File: src/rtl/id_hazard_unit.sv
// ID-stage hazard unit: tracks EX/MEM/WB destinations, drives bypass data and load-use stall.
// Optional HAZARD_STATS_EN adds stall and forward event counters.
module id_hazard_unit #(
  parameter int XLEN   = 32,
  parameter int NREG_W = 5
) (
  input  logic              clk,
  input  logic              rst,
  input  logic [NREG_W-1:0] id_rs1,
  input  logic [NREG_W-1:0] id_rs2,
  input  logic              id_rs1_used,
  input  logic              id_rs2_used,
  input  logic              id_valid,
  input  logic [NREG_W-1:0] id_rd,
  input  logic              id_we,
  input  logic              id_is_load,
  input  logic              flush,
  input  logic              ext_stall,
  input  logic [XLEN-1:0]   ex_result,
  input  logic [XLEN-1:0]   mem_result,
  input  logic [XLEN-1:0]   wb_result,
  output logic [XLEN-1:0]   forward_rD1,
  output logic [XLEN-1:0]   forward_rD2,
  output logic              rs1_id_data_hazard,
  output logic              rs2_id_data_hazard,
  output logic              load_use_stall
`ifdef HAZARD_STATS_EN
  ,
  output logic [31:0]       stat_stall_cnt,
  output logic [31:0]       stat_fwd_cnt
`endif
);

  typedef struct packed {
    logic              valid;
    logic [NREG_W-1:0] rd;
    logic              we;
    logic              is_load;
  } slot_t;

  slot_t ex_q, mem_q, wb_q;
  slot_t ex_d, mem_d, wb_d;

  logic rs1_ex, rs1_mem, rs1_wb;
  logic rs2_ex, rs2_mem, rs2_wb;
  logic lu1, lu2;

  function automatic logic hit(slot_t s, logic used, logic [NREG_W-1:0] rs);
    return used && (rs != '0) && s.valid && s.we && (s.rd != '0) && (s.rd == rs);
  endfunction

  always_comb begin
    rs1_ex  = hit(ex_q,  id_rs1_used, id_rs1);
    rs1_mem = hit(mem_q, id_rs1_used, id_rs1);
    rs1_wb  = hit(wb_q,  id_rs1_used, id_rs1);
    rs2_ex  = hit(ex_q,  id_rs2_used, id_rs2);
    rs2_mem = hit(mem_q, id_rs2_used, id_rs2);
    rs2_wb  = hit(wb_q,  id_rs2_used, id_rs2);
    lu1     = rs1_ex && ex_q.is_load;
    lu2     = rs2_ex && ex_q.is_load;
    // A killed ID instruction cannot consume anything, so flush cancels the stall.
    load_use_stall = (lu1 || lu2) && !flush;
  end

  // Youngest match wins; a load still in EX has no data yet, so its source is not flagged.
  always_comb begin
    rs1_id_data_hazard = 1'b0;
    forward_rD1        = '0;
    if (rs1_ex) begin
      rs1_id_data_hazard = !ex_q.is_load;
      forward_rD1        = ex_q.is_load ? '0 : ex_result;
    end else if (rs1_mem) begin
      rs1_id_data_hazard = 1'b1;
      forward_rD1        = mem_result;
    end else if (rs1_wb) begin
      rs1_id_data_hazard = 1'b1;
      forward_rD1        = wb_result;
    end

    rs2_id_data_hazard = 1'b0;
    forward_rD2        = '0;
    if (rs2_ex) begin
      rs2_id_data_hazard = !ex_q.is_load;
      forward_rD2        = ex_q.is_load ? '0 : ex_result;
    end else if (rs2_mem) begin
      rs2_id_data_hazard = 1'b1;
      forward_rD2        = mem_result;
    end else if (rs2_wb) begin
      rs2_id_data_hazard = 1'b1;
      forward_rD2        = wb_result;
    end
  end

  always_comb begin
    ex_d  = ex_q;
    mem_d = mem_q;
    wb_d  = wb_q;
    if (!ext_stall) begin
      wb_d  = mem_q;
      mem_d = ex_q;
      if (flush || load_use_stall) begin
        ex_d = '0;
      end else begin
        ex_d = '{valid: id_valid, rd: id_rd, we: id_we, is_load: id_is_load};
      end
    end
  end

  always_ff @(posedge clk) begin
    if (rst) begin
      ex_q  <= '0;
      mem_q <= '0;
      wb_q  <= '0;
    end else begin
      ex_q  <= ex_d;
      mem_q <= mem_d;
      wb_q  <= wb_d;
    end
  end

`ifdef HAZARD_STATS_EN
  logic [31:0] stall_cnt_q, fwd_cnt_q;

  always_ff @(posedge clk) begin
    if (rst) begin
      stall_cnt_q <= '0;
      fwd_cnt_q   <= '0;
    end else if (!ext_stall) begin
      stall_cnt_q <= stall_cnt_q + 32'(load_use_stall);
      fwd_cnt_q   <= fwd_cnt_q + 32'(rs1_id_data_hazard) + 32'(rs2_id_data_hazard);
    end
  end

  assign stat_stall_cnt = stall_cnt_q;
  assign stat_fwd_cnt   = fwd_cnt_q;
`endif

endmodule

File: config.mk
export PLATFORM = sky130hd
export DESIGN_NAME = id_hazard_unit
export DESIGN_NICKNAME = d
export VERILOG_FILES = /design/src/rtl/id_hazard_unit.sv
export SDC_FILE = /design/constraint.sdc
export NUM_CORES = 1
export LEC_CHECK = 0
export CORE_MARGIN = 2
export CORE_UTILIZATION = 41
export CTS_BUF_LIST = sky130_fd_sc_hd__clkbuf_4
export CTS_CLUSTER_SIZE = 30
export DETAILED_ROUTE_END_ITERATION = 6
export PLACE_DENSITY = 0.85
export SLEW_MARGIN = 15
export SYNTH_ARGS = -nofsm -noshare
export SYNTH_HDL_FRONTEND = slang
export SYNTH_SLANG_ARGS = --single-unit
File: constraint.sdc
create_clock -name clk -period 3.43 [get_ports clk]
set_input_delay 0.686 -clock clk [delete_from_list [all_inputs] [get_ports clk]]
set_output_delay 0.686 -clock clk [all_outputs]
set_load 0.02 [all_outputs]
## Yosys cells after proc, flatten, opt, wreduce, memory -nomap -nowiden

Cells that the tools add are included.
Widths: inputs -> output; s select.

- Bits in registers: 22
- Output and inout bits: 67

- Equal/unequal tests: 6
- Mux-type cells: 14
- Reduce and logical (&&, ||, !) cells: 38

Operators by type and width:

| operator | count |
|---|---|
| $mux 32 | 7 |
| $eq 5x5->1 | 6 |
| $logic_and 1x1->1 | 29 |
| $reduce_bool 5->1 | 5 |
| $mux 8 | 1 |
| $mux 1 | 6 |
| $logic_not 1->1 | 2 |
| $logic_or 1x1->1 | 2 |

## Logic depth before layout (Yosys ltp)

Gate-level depths: netlist of run 1.

- Depth in word-level cells: 11
- Mapped depth: 8

## Worst setup path before layout of run 1

No wires, ideal clock.

- Path kind: input to output
- Start point: input id_rs1[1]
- End point: output forward_rD1[10]
- Data arrival time: 2219 ps
- Required time: 2744 ps
- Setup slack: 525 ps
- Stages: 6
- Cell sequence: or4_4 > o21ai_4 > nor4_2 > o21bai_4 > buf_2 > o2bb2ai_1

- Longest elaborated chain between the ends: 9
- Elaborated cells between the ends (all ways): 20

Ends and longest elaborated chain:

| item | RTL line | text |
|---|---|---|
| start: declaration | 9 | `input logic [NREG_W-1:0] id_rs1,` |
| $reduce_bool 5->1 | 49 | `return used && (rs != '0) && s.valid && s.we && (s.rd != '0) && (s.rd == rs);` |
| $logic_and 1x1->1 (5 in a row) | 49 |  |
| $mux 32 | 75 | `end else if (rs1_wb) begin` |
| $mux 32 | 72 | `end else if (rs1_mem) begin` |
| $mux 32 * | 69 | `if (rs1_ex) begin` |
| end: declaration | 22 | `output logic [XLEN-1:0] forward_rD1,` |

Every way passes the cells marked *; elsewhere a longest branch is shown, timed or not.

## Worst setup path after layout of run 1

- Start point: input id_rs1[1]
- End point: output rs1_id_data_hazard

- Longest elaborated chain between the ends: 9
- Elaborated cells between the ends (all ways): 20

Ends and longest elaborated chain:

| item | RTL line | text |
|---|---|---|
| $reduce_bool 5->1 | 49 |  |
| $logic_and 1x1->1 (5 in a row) | 49 |  |
| $mux 1 | 75 |  |
| $mux 1 | 72 |  |
| $mux 1 * | 69 |  |
| end: declaration | 24 | `output logic rs1_id_data_hazard,` |

Marked as above.

==> reports/qor.yml, run 1 <==
required_ps: 2740
die_h_um: 88.2
worstMarginPinSlew_ps: 878
cp-startpoint: "id_rs1[1]"
syn-num-nets: 404
synth_area_leader_cell: "mux2i_1"
path_max_fanout: 7
clk_pin_slew_ps: 120
n_antenna_cell: 0
core-area_um2: 6830
hold_violations: 0
internal_power_mw: 0.479
nets: 622
layout_commonest_cell: "clkdlybuf4s50_1"
cts_tree: "done"
dieArea_um2: 7780
synthCells: 284
clockRootBuffer: "clkbuf_4"
synth_top_area_share: 0.269
sw_frac_of_total: 0.287
io_buffer_count: 186
grt_pass1_wl_um: 17300
skew_ps: 3.64
cp-endpoint: "rs1_id_data_hazard"
peakVddDrop_mv: 0.226
r2r_cells: 7
wl_per_cell_um: 19.8
vias: 3334
finalCritPeriodShare: 0.985
syn_avg_cell_area_um2: 10.2
h-tree-depth: 1
final_cell_mix: "clkdlybuf4s50_1, mux2i_1, buf_4, o2bb2ai_2, buf_2"
hold_buffers: 0
final_cells: 596
p_leak_nw: 1.98
seq_power_share: 0.404
period_minus_slack_ps: 3380
totalWireLength_um: 11800
gp_congestion: 0.850
vias_per_cell: 5.59
clock_latency_ps: 300
clock.fmax_mhz: 296
met3_usage: 0.0443
grt_max_degree: 22
synth_warnings: 0
cts_buffers: 3
grt_pass1_vias: 3298
utilization: 0.771
clkPwrFrac: 0.172
relSlewSlack: 0.410
ant_nets: 0
worstReg2RegStart: "ex_q[5]"
worstSetupPathType: "input pin to primary output"
hold_path.class: "flip-flop to flip-flop"
start_util: 0.425
nFillCells: 493
drc: 0
clock-sinks: 22
area_delta_synth_final_pct: 81.2
cts_max_path_buffers: 2
grt.busiest_layer: "met2"
grt.total_usage: 0.281
rows: 30
die_w_um: 88.2
syn_area_um2: 2910
crit_path_start_kind: "input pin"
yosysUniqueCellTypes: 28
slew_viol_final: 0
dpl.cell_count: 571
initialDrtViolationCount: 115
ys_top_cells_by_area: "mux2i_1, o2bb2ai_2, dfxtp_1"
dr.pass1.iters: 4
worst-r2r-setup-slack_ps: 1260
antenna_found_initial: 0
ys_ff_latch: 22
grt_use_met2: 0.518
gr-usage-met1: 0.336
hpwl_um: 8790
rr_endpoint: "ex_q[7]"
ys_seq_area_frac: 0.152
power_density_nw_per_um2: 128
overflow: 0
netSwitchingPower_mw: 0.193
status: "finished, final reports clean"
setup_viol: 0
worstSetupEndpointType: "primary output"
combPwrFrac: 0.425
cp.arrival_ps: 2690
maxCapViolCount: 0
io_pins: 187
drive_gt1_frac: 0.356
routing by layer:
metal | up-vias | part of all wire | routed length [um]
li1 | 1559 | - | -
met1 | 1614 | 0.39 | 4600
met2 | 136 | 0.51 | 6070
met3 | 25 | 0.075 | 885
met4 | 0 | 0.023 | 266
met5 | - | 0 | 0
synthesized netlist by cell type:
master	n
buf_2	8
xnor2_1	30
nor4_4	2
nor3_1	1
buf_1	2
o21ai_4	1
or4_1	3
nand3_1	7
buf_6	11
nand2_1	6
o211ai_1	2
a32o_1	8
nand2b_1	2
clkbuf_1	3
o2bb2ai_2	30
nor2_1	17
buf_4	2
o2bb2ai_1	34
dfxtp_1	22
nor2b_1	3
or4_4	2
mux2i_1	78
o21bai_4	2
and3_1	1
o211ai_4	1
o21ai_2	2
nor4_1	2
nor4_2	2
cell families (layout without fill, tap and decap cells):
| logic type | Yosys count | after routing | share of synthesized area |
|---|---|---|---|
| AO/OA/AOI/OAI | 80 | 80 | 0.322 |
| XOR/XNOR | 30 | 30 | 0.0904 |
| buffers and inverters | 26 | 242 | 0.0680 |
| flip-flops | 22 | 22 | 0.152 |
| multiplexers | 78 | 78 | 0.269 |
| AND/OR/NAND/NOR | 48 | 48 | 0.0994 |
worst min-delay path by stage:
| stage | end | slack, ps | startpoint | cells after the start |
|---|---|---|---|---|
| 6_report | wb_q[7] | 540 | wb_q[7] | 2 |
| 5_1_grt | wb_q[7] | 580 | wb_q[7] | 2 |
| 4_1_cts | wb_q[7] | 530 | wb_q[7] | 2 |
| 3_5_place_dp | wb_q[7] | 500 | wb_q[7] | 2 |
| 3_3_place_gp | wb_q[1] | 480 | wb_q[1] | 2 |
| 2_1_floorplan | wb_q[1] | 460 | wb_q[1] | 2 |
final cells by class:
| cell class | count | area, um2 | area share |
|---|---|---|---|
| Multi-Input combinational cell | 236 | 2380 | 0.453 |
| Timing Repair Buffer | 239 | 2300 | 0.437 |
| Sequential cell | 22 | 440 | 0.0836 |
| Tap cell | 96 | 120 | 0.0228 |
| Clock buffer | 3 | 22.5 | 0.00428 |
power by group through the flow:
stage / logic, mW / clock network, mW / registers, mW
after detailed placement: 0.270 / 0 / 0.277
after global placement: 0.261 / 0 / 0.276
final: 0.285 / 0.115 / 0.271
after global routing: 0.302 / 0.129 / 0.272
after CTS: 0.277 / 0.117 / 0.271
after floorplan: 0.0827 / 0 / 0.274
critical path: stages:
cell and delay, ps:
dlygate4sd2_1 260, or4_4 550, o21ai_4 190, buf_4 140, nor4_4 50, nor2b_4 150, buf_4 140, buf_8 130
nand2b_1 140, clkdlybuf4s15_2 250
state kept, by name, summed over array words and instances (netlist names):
signal,flops
mem_q,7
wb_q,7
ex_q,8
stage by stage:
stage / setup TNS (ps) / setup slack (ps) / total power, mW / instance area, um2 / hold slack, ps
after CTS: -219 / -34.3 / 0.665 / 5150 / 534
final: 0 / 52.7 / 0.672 / 5270 / 540
after floorplan: 0 / 525 / 0.356 / 2910 / 464
after global placement: -30810 / -559 / 0.538 / 5050 / 482
after detailed placement: -32180 / -571 / 0.547 / 5050 / 505
after global routing: -17.6 / -5.99 / 0.703 / 5270 / 578
timing repair:
| action | CTS | global route |
|---|---|---|
| setup buffers | 11 | 6 |
| resized for setup | 322 | 11 |
| endpoints found under the setup margin | 67 | 45 |
| gates cloned | 5 | 1 |
| pin swaps | 9 | 5 |
Power figures use the tool's default switching activity.
==> run 2: changes to the inputs <==
==> constraint.sdc (replaced) <==
create_clock -name clk -period 3.43 [get_ports clk]
set_input_delay 0.686 -clock clk [delete_from_list [all_inputs] [get_ports clk]]
set_output_delay 0.686 -clock clk [all_outputs]
set_load 0.01 [all_outputs]
==> run 2 against run 1 <==
Non-clock buffer count decreased by 5; setup slack got worse by 32 ps; power increased by 0.56%; highest routed layer unchanged; largest power group unchanged.
==> reports/qor.yml, run 2 (same netlist as run 1, synthesis figures left out) <==
status: "finished, final reports clean"
io_buffer_count: 186
grt.total_usage: 0.289
layout_commonest_cell: "clkdlybuf4s50_1"
grt.busiest_layer: "met2"
hold_path.class: "flip-flop to flip-flop"
gp_congestion: 0.916
met3_usage: 0.0434
setup_viol: 0
n_antenna_cell: 0
vias_per_cell: 5.56
totalWireLength_um: 12000
worstSetupPathType: "input pin to primary output"
h-tree-depth: 1
skew_ps: 0.880
ant_nets: 0
grt_pass1_wl_um: 17700
finalCritPeriodShare: 0.994
core-area_um2: 6830
required_ps: 2740
relSlewSlack: 0.469
period_minus_slack_ps: 3410
crit_path_start_kind: "input pin"
clk_pin_slew_ps: 120
hpwl_um: 8540
crit_buf_inv: 4
final_cell_mix: "clkdlybuf4s50_1, mux2i_1, o2bb2ai_2, xnor2_1, buf_2"
fin_ws_ps: 20.3
peakVddDrop_mv: 0.204
drc: 0
slew_viol_final: 0
clockRootBuffer: "clkbuf_4"
path_max_fanout: 8
maxCapViolCount: 0
p_leak_nw: 1.90
largest_reg_flops: 8
die_w_um: 88.2
nFillCells: 517
clock_latency_ps: 320
cts_tree: "done"
worstMarginPinSlew_ps: 791
antenna_found_initial: 0
cts_buffers: 3
rsz0062_at_grt: "true"
utilization: 0.772
cp_cell_sequence: "dlygate4sd2_1 -> or4_4 -> o21ai_4 -> nor4_4 -> o21bai_4 -> buf_6 -> buf_16 -> o2bb2ai_1 -> clkdlybuf4s15_1"
nets: 617
initialDrtViolationCount: 103
clock-sinks: 22
wl_per_cell_um: 20.2
total_power_mw: 0.676
io_pins: 187
clock.fmax_mhz: 293
gr-usage-met1: 0.337
vias: 3291
rows: 30
hold_violations: 0
fin_area_um2: 5270
overflow: 0
grt_max_degree: 34
cp.arrival_ps: 2720
registers.top_by_ff_count: "ex_q"
dr.pass1.iters: 4
drive_gt1_frac: 0.313
grt_pass1_vias: 3405
dieArea_um2: 7780
cts_max_path_buffers: 2
cp_slowest_stage_delay_ps: 550
place_ws_ps: -447
largest_registers: "ex_q: 8 flops, mem_q: 7 flops, wb_q: 7 flops"
die_h_um: 88.2
worstSetupEndpointType: "primary output"
critPathSlowestCell: "or4_4"
area_delta_synth_final_pct: 81.4
crit_family: "buffers and inverters"
start_util: 0.425
power_density_nw_per_um2: 128
grt_use_met2: 0.541
post_dp_cell_area_um2: 5030
[run 2: changes by cell type in the layout (fill, tap and decap cells not counted), moves of 3 or more]
| cell | change |
|---|---|
| buf_4 | -33 |
| clkdlybuf4s15_1 | +24 |
| clkbuf_2 | +12 |
| o2bb2ai_1 | -9 |
| o2bb2ai_2 | +9 |
| buf_2 | -6 |
| dlymetal6s2s_1 | -3 |
[run 2: area by class of cell]
| type | count | area, um2 | share of cell area |
|---|---|---|---|
| clock buffer | 3 | 22.5 | 0.00427 |
| clock inverter | 1 | 3.75 | 0.000712 |
| multi-input combinational | 236 | 2420 | 0.460 |
| sequential | 22 | 440 | 0.0835 |
| tap | 96 | 120 | 0.0228 |
| timing repair buffer | 234 | 2260 | 0.429 |
[run 2: timing repair]
item,in CTS,in global routing
pin swaps,8,3
hold buffers,0,0
gates resized for setup,179,65
gates cloned,4,0
endpoints found under the setup margin,67,63
hold endpoints to repair,0,0
buffers inserted,15,1
[run 2: power by group]
group / total [mW] / internal (mW) / switching (mW)
Combinational: 0.279 / 0.170 / 0.109
Sequential: 0.273 / 0.262 / 0.0110
Clock: 0.124 / 0.0427 / 0.0817
Total: 0.676 / 0.475 / 0.201
[run 2: routing by layer]
metal / part of all wire / vias up
met5: 0 / -
met4: 0.022 / 0
met3: 0.069 / 31
met2: 0.51 / 144
met1: 0.39 / 1567
li1: - / 1549
[run 2: worst reg2reg max path: stages (launching register included)]
cell	delay, ps
dfxtp_1	400
or4_1	560
o211ai_1	320
nor4_4	80
buf_4	150
o21ai_2	170
buf_4	180
a32o_1	170
[run 2: per-stage QoR]
step / hold WS (ps) / TNS, ps / std cells
2_1_floorplan: 464 / 0 / 284
3_3_place_gp: 494 / -21620 / 569
3_5_place_dp: 525 / -26520 / 569
4_1_cts: 558 / 0 / 591
5_1_grt: 595 / -195 / 592
6_report: 570 / 0 / 592
[run 2: path summary, 6_finish.rpt]
| kind | slack, ps | startpoint | cells after the start | end |
|---|---|---|---|---|
| max | 20 | id_rs1[1] | 9 | forward_rD1[13] |
| min | 570 | wb_q[1] | 2 | wb_q[1] |
| max reg2reg | 1350 | ex_q[5] | 7 | ex_q[3] |
| min reg2reg | 570 | wb_q[1] | 2 | wb_q[1] |
==> run 3: changes to the inputs <==
--- a/config.mk
+++ b/config.mk
@@ -10,6 +10,7 @@
 export CTS_BUF_LIST = sky130_fd_sc_hd__clkbuf_4
 export CTS_CLUSTER_SIZE = 30
 export DETAILED_ROUTE_END_ITERATION = 6
+export GPL_TIMING_DRIVEN = 0
 export PLACE_DENSITY = 0.85
 export SLEW_MARGIN = 15
 export SYNTH_ARGS = -nofsm -noshare
==> constraint.sdc (replaced) <==
create_clock -name clk -period 4.37 [get_ports clk]
set_input_delay 0.874 -clock clk [delete_from_list [all_inputs] [get_ports clk]]
set_output_delay 0.874 -clock clk [all_outputs]
set_load 0.01 [all_outputs]
==> run 3 against run 2 <==
Design area down 5.0%; count of clock-buffer cells in the layout is the same; critical path type unchanged; combinational power decreased by 27%; register-to-register slack improved by 920 ps; critical path depth unchanged.
==> reports/qor.yml, run 3 (same netlist as run 1, synthesis figures left out) <==
status: "finished, final reports clean"
initialDrtViolationCount: 44
setup_viol: 0
grt_pass1_vias: 3156
path_max_fanout: 10
setup_tns_ps: 0
crit_path_frequent_cell: "clkdlybuf4s50_1"
critPathSlowestCell: "clkdlybuf4s50_1"
hold_buffers: 0
clkPwrFrac: 0.185
h-tree-depth: 1
layout_commonest_cell: "clkdlybuf4s50_1"
grt.total_usage: 0.257
regArea_um2: 440
final_cell_mix: "clkdlybuf4s50_1, mux2i_1, o2bb2ai_1, xnor2_1, o2bb2ai_2"
fin_ws_ps: 131
slew_viol_final: 0
cts_tree: "done"
registers.top_by_ff_count: "ex_q"
largest_reg_flops: 8
vias: 3175
maxCapViolCount: 0
clock-sinks: 22
dr.pass1.iters: 4
n_antenna_cell: 0
core-area_um2: 6830
io_pins: 187
sw_frac_of_total: 0.280
ant_nets: 0
die_h_um: 88.2
wl_per_cell_um: 18.1
antenna_found_initial: 0
cp_slowest_stage_delay_ps: 600
cp.arrival_ps: 3360
hold_path.class: "flip-flop to flip-flop"
final_cells: 574
peakVddDrop_mv: 0.120
io_buffer_count: 184
cts_buffers: 3
drive_gt1_frac: 0.153
relSlewSlack: 0.417
worstMarginPinSlew_ps: 868
clockRootBuffer: "clkbuf_4"
clock_latency_ps: 320
nFillCells: 535
area_delta_synth_final_pct: 72.4
timing.hold.ws_ps: 525
gp_congestion: 0.813
clock.fmax_mhz: 236
period_minus_slack_ps: 4240
worstSetupEndpointType: "primary output"
vias_per_cell: 5.53
post_dp_cell_area_um2: 4870
grt_pass1_wl_um: 15800
power_density_nw_per_um2: 102
place_ws_ps: -124
clk_pin_slew_ps: 110
seq_power_share: 0.415
totalWireLength_um: 10400
hpwl_um: 8400
fin_area_um2: 5010
die_w_um: 88.2
largest_registers: "ex_q: 8 flops, mem_q: 7 flops, wb_q: 7 flops"
drc: 0
overflow: 0
worstSetupPathType: "input pin to primary output"
required_ps: 3500
utilization: 0.733
dpl.cell_count: 564
p_leak_nw: 1.65
total_power_mw: 0.511
netSwitchingPower_mw: 0.143
grt_max_degree: 13
multi_input_area_um2: 2300
start_util: 0.425
cp_cell_sequence: "clkdlybuf4s50_1 -> xnor2_1 -> nand3_1 -> nor4_4 -> nor2b_1 -> buf_2 -> buf_4 -> o2bb2ai_2 -> clkdlybuf4s50_1"
crit_path_start_kind: "input pin"
finalCritPeriodShare: 0.970
dieArea_um2: 7780
internal_power_mw: 0.368
cts_max_path_buffers: 2
skew_ps: 4.95
hold_violations: 0
rows: 30
combPwrFrac: 0.399
nets: 599
-- run 3: changes by cell type in the layout (fill, tap and decap cells not counted), moves of 12 or more --
cell,previous run,this run
clkdlybuf4s15_1,24,0
clkdlybuf4s50_1,110,175
buf_12,12,0
clkbuf_2,12,0
buf_4,27,12
o2bb2ai_2,44,30
o2bb2ai_1,20,34
buf_2,28,2
-- run 3: worst max-delay path: cells and delay by family --
family / cells / cell delay (ps)
xor gates and xnor gates: 1 / 150
and+or+nand+nor: 3 / 650
buffers and inverters: 4 / 1540
AOI/OAI and AO/OA: 1 / 130
-- run 3: cell type report --
| cell class | count | area share |
|---|---|---|
| multi-input combinational | 236 | 0.459 |
| timing repair buffer | 190 | 0.380 |
| sequential | 22 | 0.0879 |
| buffer | 26 | 0.0440 |
| tap | 96 | 0.0240 |
| clock buffer | 3 | 0.00450 |
| clock inverter | 1 | 0.000749 |
-- run 3: worst paths after layout --
path                   from        endpoint  slack (ps)  depth (start not counted)
hold reg to reg     ex_q[1]         ex_q[1]         530                          1
setup / recovery  id_rs2[4]  forward_rD2[3]         130                          9
setup reg to reg    ex_q[5]         ex_q[4]        2270                          6
hold / removal      ex_q[1]         ex_q[1]         530                          1
-- run 3: power by group through the flow --
stage                     clock network [mW]  registers [mW]  logic, mW
final                                 0.0948           0.212      0.204
after global routing                   0.104           0.213      0.218
after CTS                             0.0983           0.212      0.204
after detailed placement                   0           0.217      0.202
after global placement                     0           0.216      0.196
after floorplan                            0           0.215     0.0649
-- run 3: per-layer routing --
layer | up-vias | global-route usage | share of wire
met5 | - | 0 | 0
met4 | 0 | 0.0758 | 0.021
met3 | 19 | 0.0377 | 0.062
met2 | 116 | 0.480 | 0.51
met1 | 1533 | 0.300 | 0.41
li1 | 1507 | - | -
-- run 3: timing repair --
| action | in CTS | in global routing |
|---|---|---|
| setup endpoints to repair | 60 | 60 |
| buffers inserted | 2 | 4 |
| pin swaps | 2 | 4 |
| gates resized for setup | 6 | 18 |
